==> config.mk <==
export PLATFORM = sky130hd
export DESIGN_NAME = demap_symbol_sequencer_flat
export DESIGN_NICKNAME = d
export VERILOG_FILES = /design/src/rtl/demap_symbol_sequencer_pkg.sv /design/src/rtl/demap_symbol_sequencer_if.sv /design/src/rtl/demap_symbol_sequencer_bin_classifier.sv /design/src/rtl/demap_symbol_sequencer.sv /design/src/flat_wrapper.sv
export SDC_FILE = /design/constraint.sdc
export NUM_CORES = 1
export LEC_CHECK = 0
export CORE_ASPECT_RATIO = 1.5
export CORE_MARGIN = 4
export CORE_UTILIZATION = 39
export CTS_CLUSTER_DIAMETER = 120
export DETAILED_ROUTE_END_ITERATION = 6
export PLACE_DENSITY = 0.68
export SYNTH_ARGS = -nofsm -noshare
export SYNTH_HDL_FRONTEND = slang
export SYNTH_HIERARCHICAL = 1
export SYNTH_SLANG_ARGS = --single-unit
==> constraint.sdc <==
create_clock -name clk -period 2.39 [get_ports clk]
set_input_delay 0.478 -clock clk [delete_from_list [all_inputs] [get_ports clk]]
set_output_delay 0.478 -clock clk [all_outputs]
set_load 0.005 [all_outputs]
==> src/rtl/demap_symbol_sequencer_pkg.sv <==
// ----------------------------------------------------------------------------
// demap_symbol_sequencer_pkg
// Shared constants and types for the Wi-Fi demap front-end sequencer:
//   - FFT geometry (64 bins, 48 data bins per OFDM symbol)
//   - pilot bin list and null bin bounds (DC bin and the guard band 27..37)
//   - sequencer FSM state encoding and bin class encoding
//   - bin classification helper functions
// ----------------------------------------------------------------------------
package demap_symbol_sequencer_pkg;

   localparam int N_FFT   = 64;
   localparam int N_DATA  = 48;
   localparam int N_PILOT = 4;

   localparam logic [5:0] PILOT_IDX [N_PILOT] = '{6'd7, 6'd21, 6'd43, 6'd57};

   // Null bins are the DC bin plus the contiguous guard band around Nyquist.
   localparam logic [5:0] NULL_DC = 6'd0;
   localparam logic [5:0] NULL_LO = 6'd27;
   localparam logic [5:0] NULL_HI = 6'd37;

   typedef enum logic [1:0] {
      ST_IDLE  = 2'd0,
      ST_RUN   = 2'd1,
      ST_FLUSH = 2'd2,
      ST_DONE  = 2'd3
   } state_t;

   typedef enum logic [1:0] {
      BIN_NULL  = 2'd0,
      BIN_PILOT = 2'd1,
      BIN_DATA  = 2'd2
   } bin_class_t;

   function automatic logic is_null_bin(input logic [5:0] idx);
      return (idx == NULL_DC) || ((idx >= NULL_LO) && (idx <= NULL_HI));
   endfunction

   function automatic logic is_pilot_bin(input logic [5:0] idx);
      logic hit;
      hit = 1'b0;
      for (int i = 0; i < N_PILOT; i++) begin
         if (idx == PILOT_IDX[i]) hit = 1'b1;
      end
      return hit;
   endfunction

   function automatic logic is_data_bin(input logic [5:0] idx);
      return !is_null_bin(idx) && !is_pilot_bin(idx);
   endfunction

endpackage

==> src/rtl/demap_symbol_sequencer_if.sv <==
// ----------------------------------------------------------------------------
// demap_symbol_sequencer_if
// Bin stream bundle around the sequencer.
//   in_valid/in_ready/in_real/in_imag : upstream equalised bin stream
//   stop_flag                         : downstream stall request
//   out_valid/out_real/out_imag       : forwarded data-bin strobe and sample
//   special_index                     : FFT bin index of the forwarded sample
//   last_symbol                       : forwarded sample belongs to final symbol
// Modports:
//   master : the environment (bin source, stack controller)
//   slave  : the sequencer itself
// ----------------------------------------------------------------------------
interface demap_symbol_sequencer_if #(
   parameter int DW = 12
);
   logic                 in_valid;
   logic                 in_ready;
   logic signed [DW-1:0] in_real;
   logic signed [DW-1:0] in_imag;
   logic                 stop_flag;
   logic                 out_valid;
   logic signed [DW-1:0] out_real;
   logic signed [DW-1:0] out_imag;
   logic [5:0]           special_index;
   logic                 last_symbol;

   modport master (
      output in_valid, in_real, in_imag, stop_flag,
      input  in_ready, out_valid, out_real, out_imag, special_index, last_symbol
   );

   modport slave (
      input  in_valid, in_real, in_imag, stop_flag,
      output in_ready, out_valid, out_real, out_imag, special_index, last_symbol
   );
endinterface

==> src/rtl/demap_symbol_sequencer_bin_classifier.sv <==
// ----------------------------------------------------------------------------
// demap_bin_classifier
// Combinational FFT-bin classifier.
//   idx : FFT bin index 0..63 (FFT order)
//   cls : BIN_NULL, BIN_PILOT or BIN_DATA
// ----------------------------------------------------------------------------
module demap_bin_classifier
   import demap_symbol_sequencer_pkg::*;
(
   input  logic [5:0] idx,
   output bin_class_t cls
);

   always_comb begin
      cls = BIN_DATA;
      if (is_null_bin(idx)) begin
         cls = BIN_NULL;
      end else if (is_pilot_bin(idx)) begin
         cls = BIN_PILOT;
      end
   end

endmodule

==> src/rtl/demap_symbol_sequencer.sv <==
// ----------------------------------------------------------------------------
// demap_symbol_sequencer
// Front-end scheduler for the Wi-Fi demap chain. Accepts one equalised bin
// per cycle, counts bins and OFDM symbols, drops null/pilot bins and forwards
// the 48 data bins per symbol with their bin index and a last-symbol flag.
// Ports:
//   clk, reset   : demap clock, asynchronous active-high reset
//   start        : 1-cycle pulse starting a packet (ignored outside IDLE)
//   num_symbols  : data symbols in the packet, sampled on start
//   busy         : high in RUN and FLUSH
//   done         : 1-cycle pulse when the packet is complete
//   bus          : bin stream bundle (slave side), see the interface file
// ----------------------------------------------------------------------------
module demap_symbol_sequencer
   import demap_symbol_sequencer_pkg::*;
#(
   parameter int DW    = 12,
   parameter int SYM_W = 10
) (
   input  logic               clk,
   input  logic               reset,
   input  logic               start,
   input  logic [SYM_W-1:0]   num_symbols,
   output logic               busy,
   output logic               done,
   demap_symbol_sequencer_if.slave bus
);

   state_t               state_q, state_d;
   logic [5:0]           bin_cnt_q, bin_cnt_d;
   logic [SYM_W-1:0]     sym_cnt_q, sym_cnt_d;
   logic [SYM_W-1:0]     num_sym_q, num_sym_d;
   logic                 out_valid_q, out_valid_d;
   logic signed [DW-1:0] out_real_q, out_real_d;
   logic signed [DW-1:0] out_imag_q, out_imag_d;
   logic [5:0]           index_q, index_d;
   logic                 last_q, last_d;

   bin_class_t           bin_cls;
   logic                 in_ready;
   logic                 xfer;
   logic                 final_sym;
   logic                 last_bin;

   demap_bin_classifier u_classifier (
      .idx (bin_cnt_q),
      .cls (bin_cls)
   );

   // Ready only depends on state and the stall request, so a stall takes
   // effect in the same cycle it is raised.
   assign in_ready  = (state_q == ST_RUN) && !bus.stop_flag;
   assign xfer      = bus.in_valid && in_ready;
   assign final_sym = (sym_cnt_q == (num_sym_q - SYM_W'(1)));
   assign last_bin  = (bin_cnt_q == 6'(N_FFT - 1));

   always_comb begin
      state_d     = state_q;
      bin_cnt_d   = bin_cnt_q;
      sym_cnt_d   = sym_cnt_q;
      num_sym_d   = num_sym_q;
      out_valid_d = 1'b0;
      out_real_d  = out_real_q;
      out_imag_d  = out_imag_q;
      index_d     = index_q;
      last_d      = last_q;

      unique case (state_q)
         ST_IDLE: begin
            if (start) begin
               num_sym_d = num_symbols;
               bin_cnt_d = '0;
               sym_cnt_d = '0;
               state_d   = (num_symbols != '0) ? ST_RUN : ST_DONE;
            end
         end
         ST_RUN: begin
            if (xfer) begin
               // bin_cnt wraps 63->0 by width; sym_cnt advances on that wrap.
               bin_cnt_d = bin_cnt_q + 6'd1;
               if (last_bin) begin
                  sym_cnt_d = sym_cnt_q + SYM_W'(1);
                  if (final_sym) state_d = ST_FLUSH;
               end
               if (bin_cls == BIN_DATA) begin
                  out_valid_d = 1'b1;
                  out_real_d  = bus.in_real;
                  out_imag_d  = bus.in_imag;
                  index_d     = bin_cnt_q;
                  last_d      = final_sym;
               end
            end
         end
         // One cycle for the final registered beat to drain.
         ST_FLUSH: begin
            state_d = ST_DONE;
         end
         ST_DONE: begin
            state_d = ST_IDLE;
            last_d  = 1'b0;
         end
         default: begin
            state_d = ST_IDLE;
         end
      endcase
   end

   always_ff @(posedge clk or posedge reset) begin
      if (reset) begin
         state_q     <= ST_IDLE;
         bin_cnt_q   <= '0;
         sym_cnt_q   <= '0;
         num_sym_q   <= '0;
         out_valid_q <= 1'b0;
         out_real_q  <= '0;
         out_imag_q  <= '0;
         index_q     <= '0;
         last_q      <= 1'b0;
      end else begin
         state_q     <= state_d;
         bin_cnt_q   <= bin_cnt_d;
         sym_cnt_q   <= sym_cnt_d;
         num_sym_q   <= num_sym_d;
         out_valid_q <= out_valid_d;
         out_real_q  <= out_real_d;
         out_imag_q  <= out_imag_d;
         index_q     <= index_d;
         last_q      <= last_d;
      end
   end

   assign busy              = (state_q == ST_RUN) || (state_q == ST_FLUSH);
   assign done              = (state_q == ST_DONE);
   assign bus.in_ready      = in_ready;
   assign bus.out_valid     = out_valid_q;
   assign bus.out_real      = out_real_q;
   assign bus.out_imag      = out_imag_q;
   assign bus.special_index = index_q;
   assign bus.last_symbol   = last_q;

endmodule

==> src/flat_wrapper.sv <==
// flat-port wrapper written by rule: the top's interface ports become plain ports
module demap_symbol_sequencer_flat import demap_symbol_sequencer_pkg::*;
#(
   parameter int DW    = 12,
   parameter int SYM_W = 10
)
  (clk, reset, start, num_symbols, busy, done, bus_in_valid, bus_in_real, bus_in_imag, bus_stop_flag, bus_in_ready, bus_out_valid, bus_out_real, bus_out_imag, bus_special_index, bus_last_symbol);
  demap_symbol_sequencer_if #(.DW(DW)) bus_i ();
  input  logic clk;
  input  logic reset;
  input  logic start;
  input  logic [SYM_W-1:0] num_symbols;
  output logic busy;
  output logic done;
  input wire logic [$bits(bus_i.in_valid)-1:0] bus_in_valid;
  input wire logic [$bits(bus_i.in_real)-1:0] bus_in_real;
  input wire logic [$bits(bus_i.in_imag)-1:0] bus_in_imag;
  input wire logic [$bits(bus_i.stop_flag)-1:0] bus_stop_flag;
  output wire logic [$bits(bus_i.in_ready)-1:0] bus_in_ready;
  output wire logic [$bits(bus_i.out_valid)-1:0] bus_out_valid;
  output wire logic [$bits(bus_i.out_real)-1:0] bus_out_real;
  output wire logic [$bits(bus_i.out_imag)-1:0] bus_out_imag;
  output wire logic [$bits(bus_i.special_index)-1:0] bus_special_index;
  output wire logic [$bits(bus_i.last_symbol)-1:0] bus_last_symbol;
  assign bus_i.in_valid = bus_in_valid;
  assign bus_i.in_real = bus_in_real;
  assign bus_i.in_imag = bus_in_imag;
  assign bus_i.stop_flag = bus_stop_flag;
  assign bus_in_ready = bus_i.in_ready;
  assign bus_out_valid = bus_i.out_valid;
  assign bus_out_real = bus_i.out_real;
  assign bus_out_imag = bus_i.out_imag;
  assign bus_special_index = bus_i.special_index;
  assign bus_last_symbol = bus_i.last_symbol;
  demap_symbol_sequencer #(.DW(DW), .SYM_W(SYM_W)) u_core (.clk(clk), .reset(reset), .start(start), .num_symbols(num_symbols), .busy(busy), .done(done), .bus(bus_i));
endmodule
==> metrics.yaml, run 1 <==
outcome:
  outcome: "complete, no violations"
cts:
  cts_max_level: 3
  cts.clk_slew.worst_paths_ns: 0.05
  holdBufCountCts: 0
  ctsLongestPathBuffers: 2
  cts_root_buf: "clkbuf_16"
  cts_tree: "done"
  clock_latency_ns: 0.32
  cts_buffers: 9
  clock-sinks: 60
routing:
  drc: 0
  via_per_inst: 5.15
  drtAntennaViolNets: 0
  initialDrtViolationCount: 55
  routedWlPerCell_um: 15.2
  wl_um: 7010
  drt_first_pass_iters: 4
  dr_total_vias: 2374
floorplanning:
  ios: 74
  start_util_pct: 40.2
  die_area_mm2: 0.00935
  core_mm2: 0.00761
  rows: 39
  fp.dieH_um: 116
  fp.dieW_um: 80.3
sta:
  slew_headroom_pct: 64.0
  holdWs_ns: 0.436
  tightestPinTransition_ns: 0.539
  hold_viol: 0
  max_freq_mhz: 439
  rsz0062_at_grt: "false"
  clock_skew_ns: 0.00540
  period_minus_slack_ns: 2.28
  setup_violations: 0
  slew_viol_final: 0
  fin_crit_sh_pct: 95.4
  setup_tns_ns: 0
layout:
  drive_gt1_share_pct: 20.6
  syn_to_final_growth_pct: 39.2
  register_area_mm2: 0.00150
  diodes: 0
  multiInputGateArea_mm2: 0.00148
  fillers: 686
  stdcell_area_mm2: 0.00426
  nNetsFinal: 402
  final_common_cell: "clkdlybuf4s50_1"
  most-common-layout-cells: "clkdlybuf4s50_1, dfrtp_1, mux2_2, nand2_1, nor2_1"
logic_synthesis:
  synth-async-reset-ratio_pct: 100
  netlist_instances: 269
  synth_edf_count: 0
  ys_seq_area_share_pct: 49.1
  syn_area_mm2: 0.00306
  synth_cell_type_count: 49
  syn_nets: 316
  yosysWarnings: 6
  yosys_most_used_dff: "dfrtp_1"
  synth.avg_cell_area_um2: 11.4
  synth_seq_cells: 60
setup_path:
  cp-end-kind: "output port"
  cp.arrival_ns: 1.80
  cp_max_fo: 6
  worstSetupPathType: "flop to output port"
  crit_required_ns: 1.91
  reg2reg_depth: 9
  worstSetupStartpointType: "flop"
global_route:
  grt_pass1_wl_um: 12000
  antenna_found_initial: 0
  grt_start_max_net_pins: 47
  grt_pass1_vias: 2675
  overflow: 0
  track_usage_pct: 16.7
power:
  p_per_area_mw_per_mm2: 910
  report.power.total_uw: 3870
  vdd_drop_max_uv: 674
  power.leakage_uw: 0.00184
place:
  hpwlAfterDp_um: 5320
  gp_congestion: 0.895
  io_buffers: 73
  placed_area_mm2: 0.00398
worst_hold_path:
  hold_path.class: "input port to async pin"
flow_run:
  cap_viol_max_count: 0
-- per-stage QoR --
step | util (%) | cells | worst slack [ns]
CTS | 55.8 | 461 | 0.0185
detailed placement | 52.3 | 446 | 0.0501
global route | 55.9 | 461 | 0.00731
global placement | 52.3 | 446 | 0.0973
floorplan | - | 269 | 0.174
finish | 55.9 | 461 | 0.111
-- layout make-up --
| type | count | share of cell area (%) |
|---|---|---|
| clock buffers | 13 | 6.11 |
| flip-flops and latches | 60 | 35.3 |
| clock inverters | 2 | 0.235 |
| multi-input cells | 189 | 34.8 |
| repair buffers | 83 | 19.5 |
| inverters | 12 | 1.06 |
| well taps | 102 | 3.00 |
-- power breakdown --
group          leakage (uW)  total [uW]  switching, uW  internal (uW)
clock              0.000135        1160            409            747
sequential         0.000761        1500            200           1300
combinational      0.000945        1220            398            818
total               0.00184        3870           1010           2870
-- timing repair --
| action | in CTS | in global routing |
|---|---|---|
| endpoints found under the setup margin | 0 | 3 |
| resized for setup | 0 | 2 |
| buffers inserted | 0 | 0 |
-- layer usage --
metal | up-vias | wire [um] | GRT usage (%)
met2 | 76 | 3650 | 27.9
met5 | - | 0 | 0
met4 | 0 | 182 | 9.36
met3 | 17 | 512 | 6.56
met1 | 1162 | 2670 | 17.8
li1 | 1119 | - | -
-- cells by family after synthesis --
family	count (synthesis)	synth area share, %
AND/OR/NAND/NOR	77	13.5
flip-flops	60	49.1
multiplexers	44	16.0
AO/OA/AOI/OAI	36	8.22
XOR/XNOR	24	7.12
buffers and inverters	20	2.70
adder cells (fa/ha/maj)	8	3.27
-- synthesized netlist by cell type, types with 5 or more instances --
cell | instances | share of area (%)
a21oi_1 | 6 | 0.98
o21ai_0 | 8 | 1.3
dfrtp_1 | 60 | 49
inv_1 | 11 | 1.4
ha_1 | 8 | 3.3
nand2_1 | 18 | 2.2
nor2_1 | 18 | 2.2
mux2_2 | 40 | 15
nor2b_1 | 5 | 1.0
xor2_1 | 8 | 2.3
clkbuf_1 | 6 | 0.74
xnor2_1 | 15 | 4.3
nand3_1 | 9 | 1.5
-- worst max-delay path: stages (launching register included) --
cell	delay (ns)
dfrtp_1	0.40
inv_1	0.12
ha_2	0.28
nor2b_1	0.16
clkdlybuf4s50_1	0.53
-- sequential cells by signal, summed over array words and instances, names as in the netlist --
signal,cells
u_core/bus.special_index,6
u_core/state_q,2
u_core/bin_cnt_q,6
u_core/sym_cnt_q,10
u_core/bus.out_real,12
u_core/num_sym_q,10
u_core/bus.out_valid,1
u_core/bus.out_imag,12
u_core/bus.last_symbol,1
-- path summary, 6_finish.rpt --
check / start / endpoint / slack [ns]
max: u_core/state_q[1] / bus_in_ready / 0.11
min: reset / u_core/bus.out_imag[10] / 0.44
max reg2reg: u_core/num_sym_q[0] / u_core/state_q[0] / 0.15
min reg2reg: u_core/bus.out_real[4] / u_core/bus.out_real[4] / 0.50
max in group asynchronous: reset / u_core/state_q[0] / 1.41
min in group clk: u_core/bus.out_real[4] / u_core/bus.out_real[4] / 0.50
No activity file was read; power rests on OpenSTA's default activity.
==> run 2: changes to the inputs <==
REMOVE_ABC_BUFFERS = 1   (was default)
==> run 2 against run 1 <==
Compared with the run above:
- flip-flop and latch count stayed put
- count of clock-buffer cells in the layout is 1 higher
- sequential share of layout area is 0.24 points lower
- power is 1.9% higher
- via count is 0.21% higher
==> metrics.yaml, run 2 (same netlist as run 1, synthesis figures left out) <==
global_route:
  use_met1_pct: 18.5  # was 17.8%
  grt_pass1_wl_um: 12100  # was 12,000 um
  met2_usage_pct: 29.1  # was 27.9%
  busiest_layer: "met2"  # unchanged
  track_usage_pct: 16.9  # was 16.7%
  met3_usage_pct: 7.10  # was 6.56%
  grt_start_max_net_pins: 39  # was 47
  overflow: 0  # unchanged
  grt_pass1_vias: 2516  # was 2,675
  antenna_found_initial: 0  # unchanged
place:
  gp_congestion: 0.844  # was 0.895
  hpwlAfterDp_um: 5350  # was 5320 um
  dp.cells: 447  # was 446
  placed_area_mm2: 0.00399  # was 0.00398 mm2
  dp_slack_ns: 0.0819  # was 0.0501 ns
  io_buffers: 73  # unchanged
cts:
  cts.clk_slew.worst_paths_ns: 0.05  # about the same
  postCtsSetupRepairBufs: 0  # unchanged
  holdBufCountCts: 0  # unchanged
  cts_root_buf: "clkbuf_16"  # unchanged
  clock_latency_ns: 0.33  # was 0.32 ns
  cts_max_level: 3  # unchanged
  cts_tree: "done"  # unchanged
  cts_buffers: 9  # unchanged
  ctsLongestPathBuffers: 2  # unchanged
  clock-sinks: 60  # unchanged
layout:
  nNetsFinal: 403  # was 402
  diodes: 0  # unchanged
  drive_gt1_share_pct: 20.5  # was 20.6%
  most-common-layout-cells: "clkdlybuf4s50_1, dfrtp_1, mux2_2, nand2_1, nor2_1"  # unchanged
  fillers: 698  # was 686
  syn_to_final_growth_pct: 40.2  # was 39.2%
  final_common_cell: "clkdlybuf4s50_1"  # unchanged
  fin_cells: 463  # was 461
  stdcell_area_mm2: 0.00429  # was 0.00426 mm2
power:
  swShare_pct: 26.0  # about the same
  p_sw_uw: 1030  # was 1010 uW
  combPwrFrac_pct: 30.4  # was 31.4%
  p_int_uw: 2920  # was 2870 uW
  seq_power_share_pct: 38.3  # was 38.8%
  vdd_drop_max_uv: 691  # was 674 uV
  clkPwrFrac_pct: 31.4  # was 29.8%
  p_per_area_mw_per_mm2: 921  # was 910 mW/mm2
  power.leakage_uw: 0.00185  # was 0.00184 uW
routing:
  via_per_inst: 5.14  # was 5.15
  wl_um: 7220  # was 7010 um
  dr_total_vias: 2379  # was 2,374
  drtAntennaViolNets: 0  # unchanged
  routedWlPerCell_um: 15.6  # was 15.2 um
  drt_first_pass_iters: 4  # unchanged
  initialDrtViolationCount: 68  # was 55
  drc: 0  # unchanged
floorplanning:
  core_mm2: 0.00761  # unchanged
  fp.dieW_um: 80.3  # unchanged
  ios: 74  # unchanged
  start_util_pct: 40.2  # unchanged
  rows: 39  # unchanged
  fp.dieH_um: 116  # unchanged
  die_area_mm2: 0.00935  # unchanged
sta:
  fin_ws_ns: 0.106  # was 0.111 ns
  hold_viol: 0  # unchanged
  setup_violations: 0  # unchanged
  holdWs_ns: 0.503  # was 0.436 ns
  rsz0062_at_grt: "false"  # unchanged
  slew_headroom_pct: 65.3  # was 64.0%
  period_minus_slack_ns: 2.28  # about the same
  tightestPinTransition_ns: 0.520  # was 0.539 ns
  clock_skew_ns: 0.00773  # was 0.00540 ns
  fin_crit_sh_pct: 95.6  # was 95.4%
  slew_viol_final: 0  # unchanged
  max_freq_mhz: 438  # was 439 MHz
setup_path:
  cp-end-kind: "output port"  # unchanged
  cp_max_fo: 7  # was 6
  cp.arrival_ns: 1.81  # was 1.80 ns
  crit_required_ns: 1.91  # about the same
  worstSetupPathType: "flop to output port"  # unchanged
  worstSetupStartpointType: "flop"  # unchanged
worst_hold_path:
  hold_path.class: "flop to flop"  # was input port to async pin
flow_run:
  cap_viol_max_count: 0  # unchanged
outcome:
  outcome: "complete, no violations"  # unchanged
[run 2: cell types whose count changed in the layout (fill, tap and decap cells not counted), sizes merged]
cell    previous run  this run
buf               10        11
bufinv             0         1
clkbuf            13        14
clkinv             2         1
[run 2: routing by layer]
metal,vias to the layer above,wire length (um),part of all wire (%)
met5,-,0,0
met4,0,119,1.6
met3,13,529,7.3
met2,79,3700,51
met1,1162,2870,40
li1,1125,-,-
[run 2: power groups by stage]
stage / sequential (uW) / combinational, uW / clock [uW]
after global routing: 1560 / 1310 / 1320
after detailed placement: 1520 / 1210 / 0
final: 1510 / 1200 / 1240
after floorplan: 1520 / 471 / 0
after global placement: 1510 / 1190 / 0
after CTS: 1520 / 1220 / 1260
[run 2: critical path, stage by stage (launching register included)]
cell             delay (ns)
dfrtp_1                0.39
inv_1                  0.15
ha_4                   0.20
nor2b_1                0.21
clkdlybuf4s50_1        0.53
[run 2: final timing paths]
check | start | end | slack [ns] | cells after the start
max | u_core/state_q[1] | bus_in_ready | 0.11 | 4
min | u_core/bus.out_imag[3] | u_core/bus.out_imag[3] | 0.50 | 1
max reg2reg | u_core/num_sym_q[5] | u_core/state_q[0] | 0.17 | 7
min reg2reg | u_core/bus.out_imag[3] | u_core/bus.out_imag[3] | 0.50 | 1
max in group asynchronous | reset | u_core/sym_cnt_q[3] | 1.29 | 3
min in group asynchronous | reset | u_core/bus.out_imag[6] | 0.51 | 2
[run 2: timing repair]
action                                  CTS  global route
resized for setup                         1             3
endpoints found under the setup margin    1             3
pin swaps                                 0             1
[run 2: area by class of cell]
type	count	area [um2]	share of cell area [%]
clock buffer	14	244	5.69
clock inverter	2	35.0	0.817
multi-input combinational	189	1500	34.9
timing repair buffer	84	838	19.6
inverter	12	45.0	1.05
tap	102	128	2.98
sequential	60	1500	35.0
[run 2: per-stage QoR]
stage          setup TNS [ns]  power [uW]  util (%)
3_5_place_dp                0        2740      52.4
6_report                    0        3950      56.3
4_1_cts                     0        4000      56.1
5_1_grt                     0        4190      56.3
3_3_place_gp                0        2700      52.4
2_1_floorplan          -0.432        1990         -
==> run 3: changes to the inputs <==
TNS_END_PERCENT = 5   (was default)
==> results of run 3 <==
No change in the layout: final DEF, timing and power equal those of run 2.
